**config.mk**
```make
export PLATFORM = sky130hd
export DESIGN_NAME = hazard_control
export DESIGN_NICKNAME = d
export VERILOG_FILES = /design/src/rtl/hazard_control_pkg.sv /design/src/rtl/hazard_compare.sv /design/src/rtl/hazard_control.sv
export SDC_FILE = /design/constraint.sdc
export NUM_CORES = 1
export LEC_CHECK = 0
export BUFFER_PORTS_ARGS = -buffer_cell sky130_fd_sc_hd__buf_2
export CORE_AREA = 4 4 129 69
export CTS_CLUSTER_DIAMETER = 150
export CTS_CLUSTER_SIZE = 20
export DETAILED_ROUTE_END_ITERATION = 12
export DIE_AREA = 0 0 133 73
export PLACE_DENSITY = 0.85
export SYNTH_ARGS = -nofsm -noshare
export SYNTH_HDL_FRONTEND = slang
export SYNTH_HIERARCHICAL = 1
export SYNTH_SLANG_ARGS = --single-unit
```
**constraint.sdc**
```tcl
create_clock -name Clk -period 3 [get_ports Clk]
set_input_delay 0.3 -clock Clk [delete_from_list [all_inputs] [get_ports Clk]]
set_output_delay 0.3 -clock Clk [all_outputs]
set_load 0.05 [all_outputs]
```
**src/rtl/hazard_control_pkg.sv**
```systemverilog
// ============================================================================
// hazard_control_pkg : shared FSM state and RegDst encodings for hazard logic
// Revision 1.0
// ============================================================================
`default_nettype none

package hazard_control_pkg;

   typedef enum logic [1:0] {
      ST_RUN   = 2'd0,
      ST_STALL = 2'd1,
      ST_FLUSH = 2'd2
   } state_e;

   localparam logic [1:0] RD_RT = 2'd0;
   localparam logic [1:0] RD_RD = 2'd1;
   localparam logic [1:0] RD_RA = 2'd2;

   localparam logic [4:0] REG_ZERO = 5'd0;
   localparam logic [4:0] REG_RA   = 5'd31;

endpackage

`default_nettype wire

```
**src/rtl/hazard_compare.sv**
```systemverilog
// ============================================================================
// hazard_compare : EX destination select and load-use compare against Decode
// Revision 1.0
// ============================================================================
`default_nettype none

module hazard_compare
   import hazard_control_pkg::*;
#(
   parameter int REG_W = 5
) (
   input  logic [REG_W-1:0] id_rs,
   input  logic [REG_W-1:0] id_rt,
   input  logic             id_uses_rs,
   input  logic             id_uses_rt,
   input  logic             ex_MemRead,
   input  logic             ex_RegWrite,
   input  logic [REG_W-1:0] ex_rt,
   input  logic [REG_W-1:0] ex_rd,
   input  logic [1:0]       ex_RegDst,
   output logic             load_use
);

   localparam logic [REG_W-1:0] C_ZERO = REG_W'(REG_ZERO);
   localparam logic [REG_W-1:0] C_RA   = REG_W'(REG_RA);

   logic [REG_W-1:0] ex_dest;
   logic             has_dest;
   logic             src_hit;

   always_comb begin
      ex_dest  = C_ZERO;
      has_dest = 1'b1;
      case (ex_RegDst)
         RD_RT:   ex_dest = ex_rt;
         RD_RD:   ex_dest = ex_rd;
         RD_RA:   ex_dest = C_RA;
         default: has_dest = 1'b0;
      endcase
   end

   // $zero is never a real producer, so a load into it cannot create a hazard
   always_comb begin
      src_hit  = (id_uses_rs && (id_rs == ex_dest)) ||
                 (id_uses_rt && (id_rt == ex_dest));
      load_use = ex_MemRead && ex_RegWrite && has_dest &&
                 (ex_dest != C_ZERO) && src_hit;
   end

endmodule

`default_nettype wire

```
**src/rtl/hazard_control.sv**
```systemverilog
// ============================================================================
// hazard_control : load-use stall and MEM redirect flush sequencing, counters
// Revision 1.0
// ============================================================================
`default_nettype none

module hazard_control
   import hazard_control_pkg::*;
#(
   parameter int NUM_REGS = 32,
   parameter int CNT_W    = 32
) (
   input  logic                        Clk,
   input  logic                        Reset,
   input  logic [$clog2(NUM_REGS)-1:0] id_rs,
   input  logic [$clog2(NUM_REGS)-1:0] id_rt,
   input  logic                        id_uses_rs,
   input  logic                        id_uses_rt,
   input  logic                        ex_MemRead,
   input  logic                        ex_RegWrite,
   input  logic [$clog2(NUM_REGS)-1:0] ex_rt,
   input  logic [$clog2(NUM_REGS)-1:0] ex_rd,
   input  logic [1:0]                  ex_RegDst,
   input  logic                        mem_redirect,
   output logic                        PCWrite,
   output logic                        IFID_Write,
   output logic                        IFID_Flush,
   output logic                        IDEX_Flush,
   output logic                        EXMEM_Flush,
   output logic [CNT_W-1:0]            stall_count,
   output logic [CNT_W-1:0]            flush_count
);

   localparam int              REG_W   = $clog2(NUM_REGS);
   localparam logic [CNT_W-1:0] CNT_ONE = {{(CNT_W-1){1'b0}}, 1'b1};
   localparam logic [CNT_W-1:0] CNT_MAX = '1;

   state_e           state_q, state_d;
   logic [CNT_W-1:0] stall_count_q, stall_count_d;
   logic [CNT_W-1:0] flush_count_q, flush_count_d;
   logic             load_use;

   hazard_compare #(
      .REG_W (REG_W)
   ) u_compare (
      .id_rs       (id_rs),
      .id_rt       (id_rt),
      .id_uses_rs  (id_uses_rs),
      .id_uses_rt  (id_uses_rt),
      .ex_MemRead  (ex_MemRead),
      .ex_RegWrite (ex_RegWrite),
      .ex_rt       (ex_rt),
      .ex_rd       (ex_rd),
      .ex_RegDst   (ex_RegDst),
      .load_use    (load_use)
   );

   always_comb begin
      state_d     = ST_RUN;
      PCWrite     = 1'b1;
      IFID_Write  = 1'b1;
      IFID_Flush  = 1'b0;
      IDEX_Flush  = 1'b0;
      EXMEM_Flush = 1'b0;
      if (!Reset) begin
         IFID_Flush  = 1'b1;
         IDEX_Flush  = 1'b1;
         EXMEM_Flush = 1'b1;
      end else begin
         case (state_q)
            ST_RUN: begin
               if (mem_redirect) begin
                  state_d     = ST_FLUSH;
                  IFID_Flush  = 1'b1;
                  IDEX_Flush  = 1'b1;
                  EXMEM_Flush = 1'b1;
               end else if (load_use) begin
                  state_d    = ST_STALL;
                  PCWrite    = 1'b0;
                  IFID_Write = 1'b0;
                  IDEX_Flush = 1'b1;
               end
            end
            ST_STALL: begin
               if (mem_redirect) begin
                  state_d     = ST_FLUSH;
                  IFID_Flush  = 1'b1;
                  IDEX_Flush  = 1'b1;
                  EXMEM_Flush = 1'b1;
               end
            end
            // Decode and EX hold bubbles here, so neither hazard source is real
            ST_FLUSH: state_d = ST_RUN;
            default:  state_d = ST_RUN;
         endcase
      end
   end

   always_comb begin
      stall_count_d = stall_count_q;
      flush_count_d = flush_count_q;
      if (!PCWrite && (stall_count_q != CNT_MAX)) begin
         stall_count_d = stall_count_q + CNT_ONE;
      end
      if (EXMEM_Flush && (flush_count_q != CNT_MAX)) begin
         flush_count_d = flush_count_q + CNT_ONE;
      end
   end

   always_ff @(posedge Clk) begin
      if (!Reset) begin
         state_q       <= ST_RUN;
         stall_count_q <= '0;
         flush_count_q <= '0;
      end else begin
         state_q       <= state_d;
         stall_count_q <= stall_count_d;
         flush_count_q <= flush_count_d;
      end
   end

   assign stall_count = stall_count_q;
   assign flush_count = flush_count_q;

endmodule

`default_nettype wire
```
==> impl_metrics.tcl, run 1 <==
set metrics [dict create \
    status "finished, violations left" \
    violations "setup timing" \
    route.detailed.drc 0 \
    async_flop_share_pct 0 \
    ios 98 \
    fin_crit_sh_pct 100 \
    period_minus_slack_ps 3010 \
    drtAntennaViolNets 0 \
    synth_seq_cells 66 \
    start_util_pct 46.9 \
    cts_hold_buf 0 \
    setup_ws_ps -9.50 \
    clkLatencyLatePin_ps 330 \
    tightestPinTransition_ps 858 \
    grt-ovfl-total 0 \
    syn_inst 445 \
    wire_per_inst_um 18.0 \
    reg2reg_to "stall_count[30]" \
    cts_tree "built" \
    slew_headroom_pct 42.7 \
    antenna_found_initial 0 \
    final.setup.tns_ps -9.50 \
    rrSetupSlack_ps 520 \
    grt_pass1_wl_um 19300 \
    slowest_delay_ps 550 \
    critPathBufInv 3 \
    crit_path_end_kind "register" \
    pre_cts_slack_ps -552 \
    ys_warn_count 6 \
    r2r-start "stall_count[0]" \
    grt_pass1_vias 3785 \
    synth_top_area_share_pct 36.2 \
    clockBufferDepth 2 \
    drt_first_pass_iters 5 \
    ys_seq_area_share_pct 36.2 \
    synth_edf_count 0 \
    ir_drop_v 0.000308 \
    synth_area_leader_cell "dfxtp_1" \
    h-tree-depth 3 \
    ff2ff_path_depth 6 \
    coreArea_sq_um 7800 \
    port-buffer-count 97 \
    die_w_um 133 \
    placedCellCount 658 \
    max_freq_mhz 332 \
    crit_fanout 7 \
    worstSetupEndpoint "stall_count[30]" \
    timing.hold.ws_ps 373 \
    die_h_um 73 \
    wl_um 12200 \
    finalMaxSlewViolations 0 \
    hold_viol 0 \
    syn_avg_cell_area_sq_um 8.21 \
    rsz0062_at_grt "yes" \
    p_leak_nw 1.90 \
    gp_congestion 0.964 \
    worstPathRequired_ps 3260 \
    placed_cell_area_sq_um 4440 \
    clockRootBuffer "clkbuf_16" \
    nets 593 \
    syn-num-nets 476 \
    crit_start "ex_RegDst[1]" \
    final_cell_mix "buf_2 (95), dfxtp_1 (66), nand2_1 (42), a21oi_1 (42), buf_4 (29)" \
    cp.depth 14 \
    yosys-top-cells-area "dfxtp_1 (36%), a21oi_1 (7.3%), o31ai_1 (5.5%)" \
    crit_arrival_ps 3270 \
    grt_max_degree 39 \
    clkTransAtPathRegs_ps 60 \
    crit_type "input port to register" \
    synthesis.area_sq_um 3650 \
    clock_sinks 66 \
    cts_buffers 9 \
    dieArea_sq_um 9710 \
    crit_family "simple AND/OR/NAND/NOR gates" \
    crit_chain "buf_12 -> buf_6 -> nor2_4 -> o21ai_4 -> xor2_1 -> nor4_2 -> nand3_1 -> a211oi_2 -> or3b_4 -> nor2_8 -> inv_8 -> or4b_4 -> or3_4 -> a21oi_2" \
    vias 4153 \
    diodes 0 \
    fin_util_pct 63.4 \
    drt_iter0_markers 443 \
    slowest_stage "or4b_4" \
    skew_ps 4.72 \
    num_rows 23 \
    fillerInstances 660 \
    final_layout_size_suffix_gt1_share_pct 33.2 \
    max_cap_violations 0 \
    synth_ff_type "dfxtp_1" \
    p_per_area_nw_per_um2 408 \
    final_common_cell "buf_2" \
    grt_usage_pct 24.7 \
    dpl.hpwl_um 8790 \
    synthToLayoutAreaGrowth_pct 35.2 \
    post-route-cell-area_sq_um 4940 \
    yosys.cell_types.count 52 \
    total_power_mw 2.02 \
    hold_path_class "input port to register" \
    final_cells 679 \
    avgViaCountPerCell 6.12 \
    setup_violations 1 \
    cp-start-kind "input port" \
]
-- sequential cells by signal (all words and copies together) (netlist names) --
signal	count
flush_count	32
stall_count	32
state_q	2
-- worst min path at each step --
stage	from	to	slack, ps	cells after the start
after floorplan	mem_redirect	state_q[1]	510	2
after global placement	stall_count[8]	stall_count[8]	470	2
after detailed placement	stall_count[13]	stall_count[13]	500	2
after CTS	mem_redirect	state_q[1]	370	3
after global routing	mem_redirect	state_q[1]	430	3
final	mem_redirect	state_q[1]	370	3
-- tightest hold or removal path: stages --
cell and delay [ps]:
buf_2 110, nand2b_1 140, nor2_1 110
-- synth_stat cells (7+ instances only) --
library cell	instances
nor4_1	7
nor2_1	13
o21ai_0	21
dfxtp_1	66
a21oi_1	53
and4_1	14
xor2_1	9
clkbuf_1	15
or4_1	25
nand2_1	43
o31ai_1	27
nand3_1	24
or3_1	17
nand2b_1	8
nand4_1	23
-- per-layer routing --
metal  wire [um]  track usage (%)
met5           0                0
met4         120             6.80
met3        1370             8.75
met2        5160             36.1
met1        5590             34.4
-- timing repair --
item / 4_1_cts / 5_1_grt
pin swaps: 14 / 18
endpoints found under the setup margin: 21 / 20
setup buffers: 1 / 4
resized for setup: 14 / 22
gates cloned: 0 / 1
-- cell type report --
type | instances | area [sq um] | share of cell area, %
clock buffers | 10 | 239 | 4.84
clock inverters | 6 | 32.5 | 0.658
inverters | 7 | 33.8 | 0.684
multi-input cells | 349 | 2400 | 48.6
flip-flops and latches | 66 | 1320 | 26.7
well taps | 112 | 140 | 2.84
repair buffers | 129 | 772 | 15.6
-- power by group --
group	switching [mW]	internal, mW
Clock	0.386	0.573
Sequential	0.00584	0.882
Combinational	0.103	0.0650
-- cell families after synthesis --
group	after synthesis	share of synthesized area (%)
and+or+nand+nor	208	34.4
muxes	6	1.64
xor gates and xnor gates	13	3.12
AOI/OAI and AO/OA	120	20.2
buffers and inverters	30	3.80
adders and majority gates	2	0.685
DFF	66	36.2
Note: power is estimated with default switching activity, not from simulation.
==> run 2, diff against run 1 <==
PLACE_DENSITY = 0.81   (was 0.85)
==> run 2 against run 1 <==
The run now ends clean. Critical path depth stayed put. Wire length decreased by 7.0%. Clock skew hardly changed. Sequential share of layout area grew 0.48 points. Fmax up 0.63%. Register-to-register slack worse by 80 ps. First-iteration DRC count down 9.5%.
==> impl_metrics.tcl, run 2 (synthesized netlist as in run 1, its figures left out) <==
set metrics [dict create \
    fillerInstances 666 \
    fin_crit_sh_pct 99.7 \
    crit_arrival_ps 3260 \
    slew_headroom_pct 35.3 \
    cts_tree "built" \
    whs_path_depth 3 \
    drt_iter0_markers 401 \
    drt_first_pass_iters 5 \
    timing.hold.ws_ps 339 \
    status "finished, final reports clean" \
    grt_pass1_vias 3544 \
    worstPathRequired_ps 3270 \
    final_layout_size_suffix_gt1_share_pct 30.6 \
    ios 98 \
    port-buffer-count 97 \
    period_minus_slack_ps 2990 \
    clockBufferDepth 2 \
    max_freq_mhz 334 \
    r2r-start "stall_count[0]" \
    setup_violations 0 \
    drtAntennaViolNets 0 \
    start_util_pct 46.9 \
    final_cell_mix "buf_2 (93), dfxtp_1 (66), a21oi_1 (48), nand2_1 (42), buf_4 (28)" \
    grt_pass1_wl_um 17800 \
    clock_sinks 66 \
    cts_buffers 9 \
    rsz0062_at_grt "yes" \
    worstSetupEndpoint "stall_count[30]" \
    slowest_stage "or4b_4" \
    synthToLayoutAreaGrowth_pct 32.9 \
    antenna_found_initial 0 \
    crit_family "simple AND/OR/NAND/NOR gates" \
    coreArea_sq_um 7800 \
    gp_congestion 0.909 \
    diodes 0 \
    h-tree-depth 3 \
    final_common_cell "buf_2" \
    clockRootBuffer "clkbuf_16" \
    crit_start "ex_RegDst[1]" \
    crit_fanout 8 \
    max_cap_violations 0 \
    cp.depth 14 \
    vias 4073 \
    avgViaCountPerCell 6.03 \
    crit_type "input port to register" \
    rrSetupSlack_ps 440 \
    critPathBufInv 3 \
    reg2reg_to "stall_count[17]" \
    p_per_area_nw_per_um2 429 \
    hold_viol 0 \
    crit_chain "buf_12 -> buf_6 -> nor3_4 -> a21oi_4 -> xor2_1 -> nor4_1 -> nand3_1 -> a211oi_2 -> or3b_4 -> nor2_8 -> inv_8 -> or4b_4 -> or3_4 -> a21oi_2" \
    dieArea_sq_um 9710 \
    final.setup.tns_ps 0 \
    tightestPinTransition_ps 969 \
    nets 590 \
    hold_path_class "input port to register" \
    clkLatencyLatePin_ps 340 \
    num_rows 23 \
    cp-start-kind "input port" \
    grt_max_degree 31 \
    ir_drop_v 0.000344 \
    wl_um 11400 \
    finalMaxSlewViolations 0 \
    clkTransAtPathRegs_ps 50 \
    grt-ovfl-total 0 \
    regArea_sq_um 1320 \
    p_leak_nw 1.87 \
    skew_ps 4.85 \
    crit_path_end_kind "register" \
    multi_input_area_sq_um 2340 \
    cts_hold_buf 0 \
    die_w_um 133 \
    route.detailed.drc 0 \
    ff2ff_path_depth 7 \
    wire_per_inst_um 16.8 \
    slowest_delay_ps 560 \
    die_h_um 73 \
    grt_usage_pct 22.9 \
    dpl.hpwl_um 8150 \
]
==> run 2: how the worst min path moves through the flow <==
stage,start,endpoint
6_report,Reset,stall_count[1]
5_1_grt,Reset,stall_count[1]
4_1_cts,Reset,stall_count[1]
3_5_place_dp,flush_count[31],flush_count[31]
3_3_place_gp,stall_count[8],stall_count[8]
2_1_floorplan,mem_redirect,state_q[1]
==> run 2: worst reg2reg max path: stages (launching register included) <==
cell     delay, ps
dfxtp_1        430
ha_1           240
and4_1         420
nand3_1        270
o31ai_1        700
buf_4          230
o21ai_0         70
a21oi_1        130
==> run 2: final cells by class <==
| type | instances | area share, % |
|---|---|---|
| multi-input cells | 350 | 48.2 |
| flip-flops and latches | 66 | 27.2 |
| repair buffers | 125 | 15.1 |
| clock buffers | 12 | 5.08 |
| well taps | 112 | 2.89 |
| clock inverters | 3 | 0.825 |
| inverters | 7 | 0.696 |
==> run 2: repair_timing <==
action / CTS / global route
gates cloned: 0 / 1
pin swaps: 1 / 5
resized for setup: 2 / 26
setup endpoints to repair: 15 / 25
setup buffers: 0 / 1
==> run 2: metal layers <==
metal | share of wire (%) | track usage (%)
met3 | 9.7 | 8.95
met2 | 41 | 31.9
met4 | 0.72 | 5.18
met5 | 0 | 0
met1 | 49 | 33.2
==> run 2: report_power, final <==
| part | internal (mW) | leakage (nW) | switching [mW] | total [mW] |
|---|---|---|---|---|
| clock network | 0.658 | 0.142 | 0.375 | 1.03 |
| logic | 0.0642 | 1.19 | 0.0985 | 0.163 |
| registers | 0.882 | 0.532 | 0.00691 | 0.889 |
==> run 2: through the flow <==
| stage | instance area [sq um] | worst slack (ps) | util [%] | power (mW) | instances |
|---|---|---|---|---|---|
| after global routing | 4860 | -120 | 62.3 | 2.15 | 675 |
| after detailed placement | 4440 | -451 | 57.0 | 1.06 | 658 |
| after floorplan | 3720 | -47.1 | - | 1.00 | 445 |
| after global placement | 4440 | -399 | 57.0 | 1.05 | 658 |
| final | 4860 | 9.23 | 62.3 | 2.09 | 675 |
| after CTS | 4740 | -1.54 | 60.7 | 2.09 | 673 |
==> run 3, diff against run 2 <==
CORE_AREA = 4 4 85 103   (was 4 4 129 69)
DIE_AREA = 0 0 89 107   (was 0 0 133 73)
PLACE_DENSITY = 0.8   (was 0.81)
==> run 3 against run 2 <==
Utilization shrank 2.1 points. Sequential cell count unchanged. Register-to-register slack gained 230 ps. Clock-buffer cell count down 1. Fmax rose by 3.0%. Hold slack better by 28 ps. First-iteration DRC count down 57%. Largest power group is now sequential cells. Wire length down 11%. Total power down 18%. Global-route usage fell by 1.7 points. Clock power shrank 35%. Clock skew is 6.6 ps higher.
==> impl_metrics.tcl, run 3 (synthesized netlist as in run 1, its figures left out) <==
set metrics [dict create \
    crit_fanout 12 \
    clockBufferDepth 2 \
    cts_hold_buf 0 \
    crit_top_cell "buf_6" \
    avgViaCountPerCell 6.08 \
    diodes 0 \
    grt_usage_pct 21.2 \
    final_cell_mix "buf_2 (95), dfxtp_1 (66), a21oi_1 (48), nand2_1 (42), o31ai_1 (26)" \
    placedCellCount 627 \
    route.detailed.drc 0 \
    final_cells 644 \
    fin_crit_sh_pct 96.8 \
    drt_iter0_markers 174 \
    max_cap_violations 0 \
    r2r-start "stall_count[0]" \
    gp_congestion 0.895 \
    worstPathRequired_ps 3270 \
    clockRootBuffer "clkbuf_8" \
    hold_viol 0 \
    tightestPinTransition_ps 869 \
    pwr-share-comb_pct 8.9 \
    post-route-cell-area_sq_um 4610 \
    critPathBufInv 2 \
    regArea_sq_um 1320 \
    hold_path_class "input port to register" \
    slowest_stage "or4_4" \
    clkLatencyLatePin_ps 340 \
    switching_power_mw 0.454 \
    drt_first_pass_iters 5 \
    cts_buffers 9 \
    p_clk_share_pct 39.2 \
    clock_sinks 66 \
    status "finished, final reports clean" \
    coreArea_sq_um 7660 \
    max_freq_mhz 344 \
    highest_layer "met4" \
    period_minus_slack_ps 2900 \
    die_h_um 107 \
    ir_drop_v 0.000203 \
    crit_family "simple AND/OR/NAND/NOR gates" \
    cp-start-kind "input port" \
    clkTransAtPathRegs_ps 80 \
    num_rows 35 \
    h-tree-depth 3 \
    placed_cell_area_sq_um 4330 \
    die_w_um 89 \
    multi_input_area_sq_um 2340 \
    timing.hold.ws_ps 367 \
    skew_ps 11.5 \
    synthToLayoutAreaGrowth_pct 26.3 \
    wl_um 10100 \
    hold_start "mem_redirect" \
    dieArea_sq_um 9520 \
    p_leak_nw 1.75 \
    finalMaxSlewViolations 0 \
    ios 98 \
    crit_start "ex_RegDst[1]" \
    grt_pass1_wl_um 16600 \
    crit_type "input port to register" \
    grt-ovfl-total 0 \
    cts_tree "built" \
    drtAntennaViolNets 0 \
    dpl.hpwl_um 7240 \
    grt_max_degree 47 \
    crit_arrival_ps 3180 \
    vias 3916 \
    fillerInstances 706 \
    setup_violations 0 \
    intPower_mw 1.25 \
    rrSetupSlack_ps 670 \
    grt_pass1_vias 3678 \
    antenna_found_initial 0 \
    slew_headroom_pct 42.0 \
    final_layout_size_suffix_gt1_share_pct 29.2 \
    wl_met1_um 4170 \
    p_per_area_nw_per_um2 370 \
    port-buffer-count 97 \
    switching_share_pct 26.6 \
    slowest_delay_ps 530 \
    crit_chain "buf_6 -> nand2b_2 -> a21oi_4 -> xor2_1 -> nor4_2 -> nand3_1 -> a211oi_2 -> or3b_4 -> nor4_4 -> buf_6 -> nand2_4 -> or4_4 -> a21oi_2" \
    final_common_cell "buf_2" \
    start_util_pct 47.7 \
    route.met3.wl_um 557 \
    wl_met2_um 5290 \
    crit_path_end_kind "register" \
    pwr-share-seq_pct 51.9 \
    final.setup.tns_ps 0 \
    rsz0062_at_grt "no" \
    wire_per_inst_um 15.8 \
    nets 578 \
]
## run 3: cell types whose count changed in the layout (fill, tap and decap cells not counted), moves of 2 or more
cell and change:
clkbuf_16 -9, nor4_2 +2, clkinvlp_4 +2, buf_4 -12, buf_2 +2, clkbuf_8 +9
## run 3: worst register-to-register path: stages, from the launching register on
cell     delay (ps)
dfxtp_1         410
ha_1            240
and4_1          310
nand3_1         210
or4b_4          630
or3_1           330
a21oi_1         130
## run 3: worst paths after layout
path	endpoint	cells past startpoint
worst max-delay path	stall_count[31]	13
worst min-delay path	state_q[1]	3
worst max register to register	stall_count[26]	6
worst min register to register	flush_count[31]	2
## run 3: per-stage QoR
step	total power, mW	worst slack [ps]	utilization, %
5_1_grt	1.77	7.30	60.2
3_5_place_dp	1.05	-500	56.6
3_3_place_gp	1.05	-402	56.6
4_1_cts	1.71	23.8	58.9
6_report	1.71	96.0	60.2
2_1_floorplan	1.00	-47.1	-
## run 3: power groups by stage
stage / combinational, mW / sequential (mW) / clock, mW
finish: 0.153 / 0.886 / 0.669
global route: 0.163 / 0.887 / 0.720
CTS: 0.144 / 0.886 / 0.679
detailed placement: 0.143 / 0.907 / 0
global placement: 0.139 / 0.906 / 0
floorplan: 0.0833 / 0.919 / 0
## run 3: cell type report
class | count | share of cell area [%]
Multi-Input combinational cell | 349 | 50.8
Sequential cell | 66 | 28.6
Timing Repair Buffer | 114 | 13.6
Clock buffer | 11 | 3.06
Tap cell | 92 | 2.49
Inverter | 7 | 0.732
Clock inverter | 5 | 0.651
## run 3: metal layers
| metal | vias to the layer above | GRT usage, % |
|---|---|---|
| li1 | 1917 | - |
| met1 | 1856 | 26.3 |
| met2 | 131 | 36.4 |
| met3 | 12 | 3.31 |
| met4 | 0 | 7.66 |
| met5 | - | 0 |
## run 3: repair_timing
| item | CTS | global route |
|---|---|---|
| pin swaps | 2 | 5 |
| buffers inserted | 0 | 1 |
| gates resized for setup | 2 | 20 |
| hold endpoints to repair | 0 | 0 |
| setup endpoints to repair | 15 | 22 |
